**src/rtl/fetch_unit_pkg.sv**
```systemverilog
// Shared core definitions for the fetch stage: datapath width, reset
// instruction, and the fetch FSM state encoding.
package fetch_unit_pkg;

   localparam int XLEN = 32;
   localparam logic [31:0] NOP_INSTR = 32'h0000_0013;

   typedef enum logic {
      IDLE = 1'b0,
      WAIT = 1'b1
   } fetch_state_e;

endpackage

```
**src/rtl/fetch_unit.sv**
```systemverilog
// Instruction-fetch stage: one imem read per fetch_enable pulse, fixed-latency
// data capture, architectural PC tracking with pending branch/jump redirects.
//
//  state | meaning
//  IDLE  | waiting for fetch_enable; picks redirect > pending > pc as address
//  WAIT  | read issued; counting down MEM_LATENCY until imem_rdata is valid
module fetch_unit
   import fetch_unit_pkg::*;
#(
   parameter int                       XLEN        = fetch_unit_pkg::XLEN,
   parameter logic [XLEN-1:0]          RESET_PC    = '0,
   parameter int                       MEM_LATENCY = 1,
   parameter logic [XLEN-1:0]          NOP_INSTR   = XLEN'(fetch_unit_pkg::NOP_INSTR)
) (
   input  logic            clk,
   input  logic            rstn,
   input  logic            fetch_enable,
   output logic            fetch_done,
   input  logic            redirect_valid,
   input  logic [XLEN-1:0] redirect_pc,
   output logic            imem_en,
   output logic [XLEN-1:0] imem_addr,
   input  logic [XLEN-1:0] imem_rdata,
   output logic [XLEN-1:0] instr,
   output logic [XLEN-1:0] instr_pc,
   output logic            fetch_err
);

   localparam logic [2:0] LAT = 3'(MEM_LATENCY);

   fetch_state_e    state;
   logic [XLEN-1:0] pc;
   logic [XLEN-1:0] cur_addr;
   logic            pending_valid;
   logic [XLEN-1:0] pending_pc;
   logic [2:0]      lat_cnt;
   logic [XLEN-1:0] redirect_aligned;
   logic [XLEN-1:0] sel_addr;

   assign redirect_aligned = {redirect_pc[XLEN-1:2], 2'b00};

   always_comb begin
      sel_addr = pc;
      if (redirect_valid)
         sel_addr = redirect_aligned;
      else if (pending_valid)
         sel_addr = pending_pc;
      sel_addr[1:0] = 2'b00;
   end

   always_ff @(posedge clk or negedge rstn) begin
      if (!rstn) begin
         state         <= IDLE;
         pc            <= RESET_PC;
         cur_addr      <= '0;
         pending_valid <= 1'b0;
         pending_pc    <= '0;
         lat_cnt       <= '0;
         instr         <= NOP_INSTR;
         instr_pc      <= RESET_PC;
         fetch_done    <= 1'b0;
         imem_en       <= 1'b0;
         imem_addr     <= '0;
         fetch_err     <= 1'b0;
      end else begin
         fetch_done <= 1'b0;
         case (state)
            IDLE: begin
               if (fetch_enable) begin
                  imem_addr     <= sel_addr;
                  cur_addr      <= sel_addr;
                  imem_en       <= 1'b1;
                  pending_valid <= 1'b0;
                  lat_cnt       <= LAT;
                  state         <= WAIT;
               end else if (redirect_valid) begin
                  pending_valid <= 1'b1;
                  pending_pc    <= redirect_aligned;
               end
            end
            WAIT: begin
               imem_en <= 1'b0;
               if (redirect_valid) begin
                  pending_valid <= 1'b1;
                  pending_pc    <= redirect_aligned;
               end
               // A second start while busy is a controller bug; flag it, keep going.
               if (fetch_enable)
                  fetch_err <= 1'b1;
               if (lat_cnt == 3'd0) begin
                  instr      <= imem_rdata;
                  instr_pc   <= cur_addr;
                  pc         <= cur_addr + XLEN'(4);
                  fetch_done <= 1'b1;
                  state      <= IDLE;
               end else begin
                  lat_cnt <= lat_cnt - 3'd1;
               end
            end
            default: state <= IDLE;
         endcase
      end
   end

endmodule

```
**config.mk**
```make
export PLATFORM = sky130hd
export DESIGN_NAME = fetch_unit
export DESIGN_NICKNAME = d
export VERILOG_FILES = /design/src/rtl/fetch_unit_pkg.sv /design/src/rtl/fetch_unit.sv
export SDC_FILE = /design/constraint.sdc
export NUM_CORES = 1
export LEC_CHECK = 0
export CAP_MARGIN = 20
export CORE_ASPECT_RATIO = 0.7
export CORE_MARGIN = 1.5
export CORE_UTILIZATION = 36
export DETAILED_ROUTE_END_ITERATION = 8
export PLACE_DENSITY = 0.73
export SETUP_SLACK_MARGIN = 0.02
export SYNTH_ARGS = -nofsm -noshare
export SYNTH_HDL_FRONTEND = slang
export SYNTH_SLANG_ARGS = --single-unit
export TNS_END_PERCENT = 1
```
**constraint.sdc**
```tcl
create_clock -name clk -period 2.3 [get_ports clk]
set_input_delay 0.69 -clock clk [delete_from_list [all_inputs] [get_ports clk]]
set_output_delay 0.69 -clock clk [all_outputs]
set_load 0.05 [all_outputs]
```
# --- Word level (Yosys, flattened, before mapping) ---
# Cells that the tools add are included.
totals:
  reg_bits: 164
  latch_bits: 0
  mem_bits_rw: 0
  mem_bits_ro: 0
  inputBits: 68
  memories: 0
op_classes:
  add_sub_neg: 2
  mul: 0
  div_mod_pow: 0
  order_cmp: 0
  n_eq_ne: 3
  shift: 0
  muxes: 18
  bitwise: 1
  reduce_logical: 5
ops:
  columns: ["cell", "count"]
  rows:
  - ["two-way mux 32 bit", 4]
  - ["one-hot mux 32 bit (2 select lines)", 1]
  - ["adder 32 x 3 -> 32 bit, second input constant", 1]
  - ["AND reduction 2 bit", 4]
  - ["two-way mux 1 bit", 7]
  - ["two-way mux 3 bit", 2]
  - ["inequality test 2 bit, second input constant", 3]
  - ["one-hot mux 1 bit (2 select lines)", 3]
  - ["one-hot mux 3 bit (2 select lines)", 1]
  - ["zero test 3 bit", 1]
  - ["subtractor 3 x 1 -> 3 bit, second input constant", 1]
  - ["NOT 1 bit", 1]

# --- Longest topological paths before layout ---
depth:
  word_depth: 3
  ltp_mapped: 9

# --- Worst setup path before layout ---
# No wires, ideal clock.
synth_timing:
  path_kind: "register to register"
  from: "reg imem_addr[9] (netlist name)"
  to: "reg pc[31]"
  t_arrival_ps: 2063
  required_time_ps: 2230
  setup_slack_ps: 167
  stages_incl_launch_ff: 6
  path_buffers: 1
  period_less_slack_ps: 2133
  path_cell_list: "dfrtp_1 > buf_2 > nand4_2 > or4_4 > or4_1 > nand3_1"
synth_rtl:
  columns: ["item", "line", "rtl"]
  rows:
  - ["to (signal assigned)", "fetch_unit.sv:93", "pc <= cur_addr + XLEN'(4);"]
  - ["to (decl)", "fetch_unit.sv:32", "logic [XLEN-1:0] pc;"]

# --- Final worst setup path ---
layout_timing:
  from: "reg instr[2]"
  to: "out instr[2]"
layout_rtl:
  columns: ["item", "line", "rtl"]
  rows:
  - ["from (decl)", "fetch_unit.sv:24", "output logic [XLEN-1:0] instr,"]
  - ["from (signal assigned)", "fetch_unit.sv:91", "instr <= imem_rdata;"]
# No word-level cell between the ends.

==> reports/results.tsv <==
stage	metric	value	unit
run_status	status	complete, no violations	
floorplanning	area of the core	19200	sq um
timing	fin crit period	2.03	ns
worst_setup_path	worst path buffer plus inverter count	1	
clock_network	clk buf depth	2	
drt	DRT Wirelength	18.7	mm
power	design internal power	7.99	mW
global_route	initial antenna violation count	1	
synthesis	top cell type's share of synthesized area	0.551	
placed_design	Buffers on Ports	160	
timing	Slew @ Worst Pin	0.526	ns
power	switching pwr	6.80	mW
power	Clk network pwr share	0.202	
placed_design	pre-CTS setup slack	0.171	ns
run	max_cap viols	0	
timing	Hold Slack	0.182	ns
worst_setup_path	Crit path required time	1.61	ns
synthesis	post-synth cell types	45	
global_route	first-pass GRT wire length	30.1	mm
synthesis	Post-synth top cells	nand2_1, dfrtp_1, o21ai_0	
global_route	GRT Overall Usage	0.188	
power	Net Sw Frac	0.460	
worst_setup_path	critical path class	flip-flop to output port	
worst_setup_path	r2r endpoint	pc[23]	
synthesis	largest area contributor in the netlist	dfrtp_1	
power	sequential power share	0.324	
timing	Hold Violations, Final	0	
worst_setup_path	startpoint types	flip-flop	
clock_network	hold_buf cts	0	
timing	final setup fails	0	
drt	antenna-violating nets left	0	
timing	skew final	0.00945	ns
clock_network	Setup Buffers After CTS	0	
synthesis	number of flops mapped to enable cells by yosys	0	
synthesis	post-synthesis sequential area ratio	0.562	
power	Logic pwr share	0.474	
worst_setup_path	worst path cell trace	dlygate4sd2_1	
synthesis	warnings from Yosys	0	
final_layout	share of layout cells above drive strength 1	0.155	
floorplanning	Die Y	121	microns
timing	Fmax	494	MHz
global_route	vias in the first global route	5787	
drt	initial drt markers	308	
worst_setup_path	crit end category	output port	
drt	drt first pass iters	5	
synthesis	ys flop type	dfrtp_1	
clock_network	total CTS buffers	17	
synthesis	Avg Cell Area, Syn	9.50	sq um
power	leakage	4.83	nW
worst_setup_path	CP max stage cell	dlygate4sd2_1	
worst_setup_path	CP max stage delay	0.55	ns
worst_setup_path	Reg2Reg Depth	4	
min_path	Worst Hold Class	input port to asynchronous set/reset pin	
final_layout	P&R area growth vs syn	36.3	%
clock_network	worst skew pair latency	0.42	ns
synthesis	Synth Register Bits	160	
synthesis	most area-consuming cells after synthesis	dfrtp_1, nand2_1, mux2_2, mux2i_1, o21ai_0	
worst_setup_path	Max FO, Critical Path	2	
drt	Vias	5829	
worst_setup_path	reg-to-reg slack, setup	0.35	ns
worst_setup_path	Critical Path AT	1.34	ns
synthesis	post-synthesis cell area	7140	sq um
clock_network	Root Buffer	clkbuf_16	
drt	DRC viols	0	
global_route	largest net degree at the start of global routing	63	
power	Pwr Density	1520	nW/um^2
clock_network	CTS tree	done	
floorplanning	Die ar.	20700	sq um
worst_setup_path	worst r2r src	imem_addr[5]	
timing	Slew HR	0.651	
power	total power	14.8	mW
worst_setup_path	Top Family by Delay on Critical Path	buffers and inverters	
placed_design	RD Place Congestion	0.764	
floorplanning	die width	171	microns
timing	Pins Over Slew Limit	0	
synthesis	async set-or-reset flop fraction in the synthesized netlist	1.00	
timing	crit share post-route	0.881	
clock_network	CTS clk-pin slew, worst paths	0.07	ns
synthesis	most common cell in the netlist	nand2_1	
power	VDD IR max	0.915	mV
clock_network	clk sinks	160	
floorplanning	effective utilization at floorplan	0.372	
drt	wire per inst	15.6	microns
synthesis	Cells after Synth	751	
final_layout	Total Nets Final	986	
timing	RSZ-0062 raised after global routing	no	
floorplanning	row count	42	
drt	vias per inst	4.89	
timing	Post-Route Setup TNS	0	ns
global_route	Congestion Overflow GR	0	
timing	final worst slack	0.275	ns
clock_network	H-Tree Depth	4	
placed_design	DP HPWL	12.8	mm
floorplanning	I/O pin total	167	
[timing repair]
item / in CTS / in global routing
pin swaps: 0 / 0
endpoints found under the setup margin: 46 / 14
gates resized for setup: 46 / 14
cloned: 0 / 0
[state kept, by name, summed over array words and instances (netlist names)]
| register | cells |
|---|---|
| instr | 32 |
| imem_addr | 30 |
| lat_cnt | 3 |
| imem_en | 1 |
| fetch_done | 1 |
| instr_pc | 30 |
| pending_valid | 1 |
| state | 1 |
| pc | 30 |
| pending_pc | 30 |
| fetch_err | 1 |
[cell families after synthesis]
group	synth area share
simple gates	0.207
flops	0.562
compound gates	0.0821
mux	0.0894
buf+inv	0.0352
xor+xnor	0.0184
fa+ha+maj	0.00526
other cells	0.000526
[power by group through the flow]
stage | clock network, mW | logic, mW | registers [mW]
final | 2.99 | 7.01 | 4.80
after global routing | 3.17 | 7.57 | 4.96
after CTS | 3.04 | 7.07 | 4.79
after detailed placement | 0 | 7.28 | 4.84
after global placement | 0 | 7.18 | 4.81
after floorplan | 0 | 2.27 | 7.24
[cells in the final DEF, fill, tap and decap left out, types with 3 or more instances in the layout]
| cell type | count |
|---|---|
| a21oi_1 | 32 |
| a31oi_1 | 12 |
| and3_1 | 3 |
| and4_1 | 6 |
| buf_12 | 8 |
| buf_4 | 62 |
| bufinv_16 | 3 |
| clkbuf_16 | 17 |
| clkdlybuf4s50_1 | 63 |
| clkinv_4 | 3 |
| clkinvlp_4 | 3 |
| conb_1 | 4 |
| dfrtp_1 | 157 |
| dfstp_2 | 3 |
| dlygate4sd2_1 | 46 |
| dlymetal6s2s_1 | 14 |
| ha_1 | 3 |
| inv_1 | 4 |
| mux2_2 | 30 |
| mux2i_1 | 30 |
| nand2_1 | 243 |
| nand3_1 | 13 |
| nand4_1 | 8 |
| nor2_1 | 45 |
| nor3_1 | 4 |
| o21ai_0 | 53 |
| or3_1 | 7 |
| or4_1 | 3 |
| xnor2_1 | 8 |
| xor2_1 | 7 |
[layer usage]
layer / routed length (microns) / GRT usage / up-vias
li1: - / - / 2837
met1: 9260 / 0.264 / 2820
met2: 7890 / 0.274 / 158
met3: 1360 / 0.0635 / 12
met4: 124 / 0.0515 / 2
met5: 13 / 0 / -
[how the worst max path moves through the flow]
stage,from,cells past startpoint,end,slack [ns]
after floorplan,imem_addr[9],5,pc[31],0.17
after global placement,fetch_enable,5,pending_pc[20],0.18
after detailed placement,fetch_enable,5,pending_pc[24],0.17
after CTS,instr[18],1,instr[18],0.02
after global routing,imem_addr[3],5,pc[22],0.23
final,instr[2],1,instr[2],0.27
[cell type report]
class | instances | area (sq um)
Antenna cell | 1 | 2.50
Clock buffer | 19 | 443
Clock inverter | 13 | 179
Fill cell | 1762 | 9450
Inverter | 5 | 18.8
Multi-Input combinational cell | 536 | 2900
Sequential cell | 160 | 4010
Tap cell | 264 | 330
Timing Repair Buffer | 195 | 1850
[stage by stage]
step,util,cell area (sq um),cells
5_1_grt,0.507,9730,1192
3_5_place_dp,0.476,9130,1160
6_report,0.507,9730,1193
3_3_place_gp,0.476,9130,1160
2_1_floorplan,-,7150,754
4_1_cts,0.505,9690,1192
Note: power is estimated with default switching activity, not from simulation.
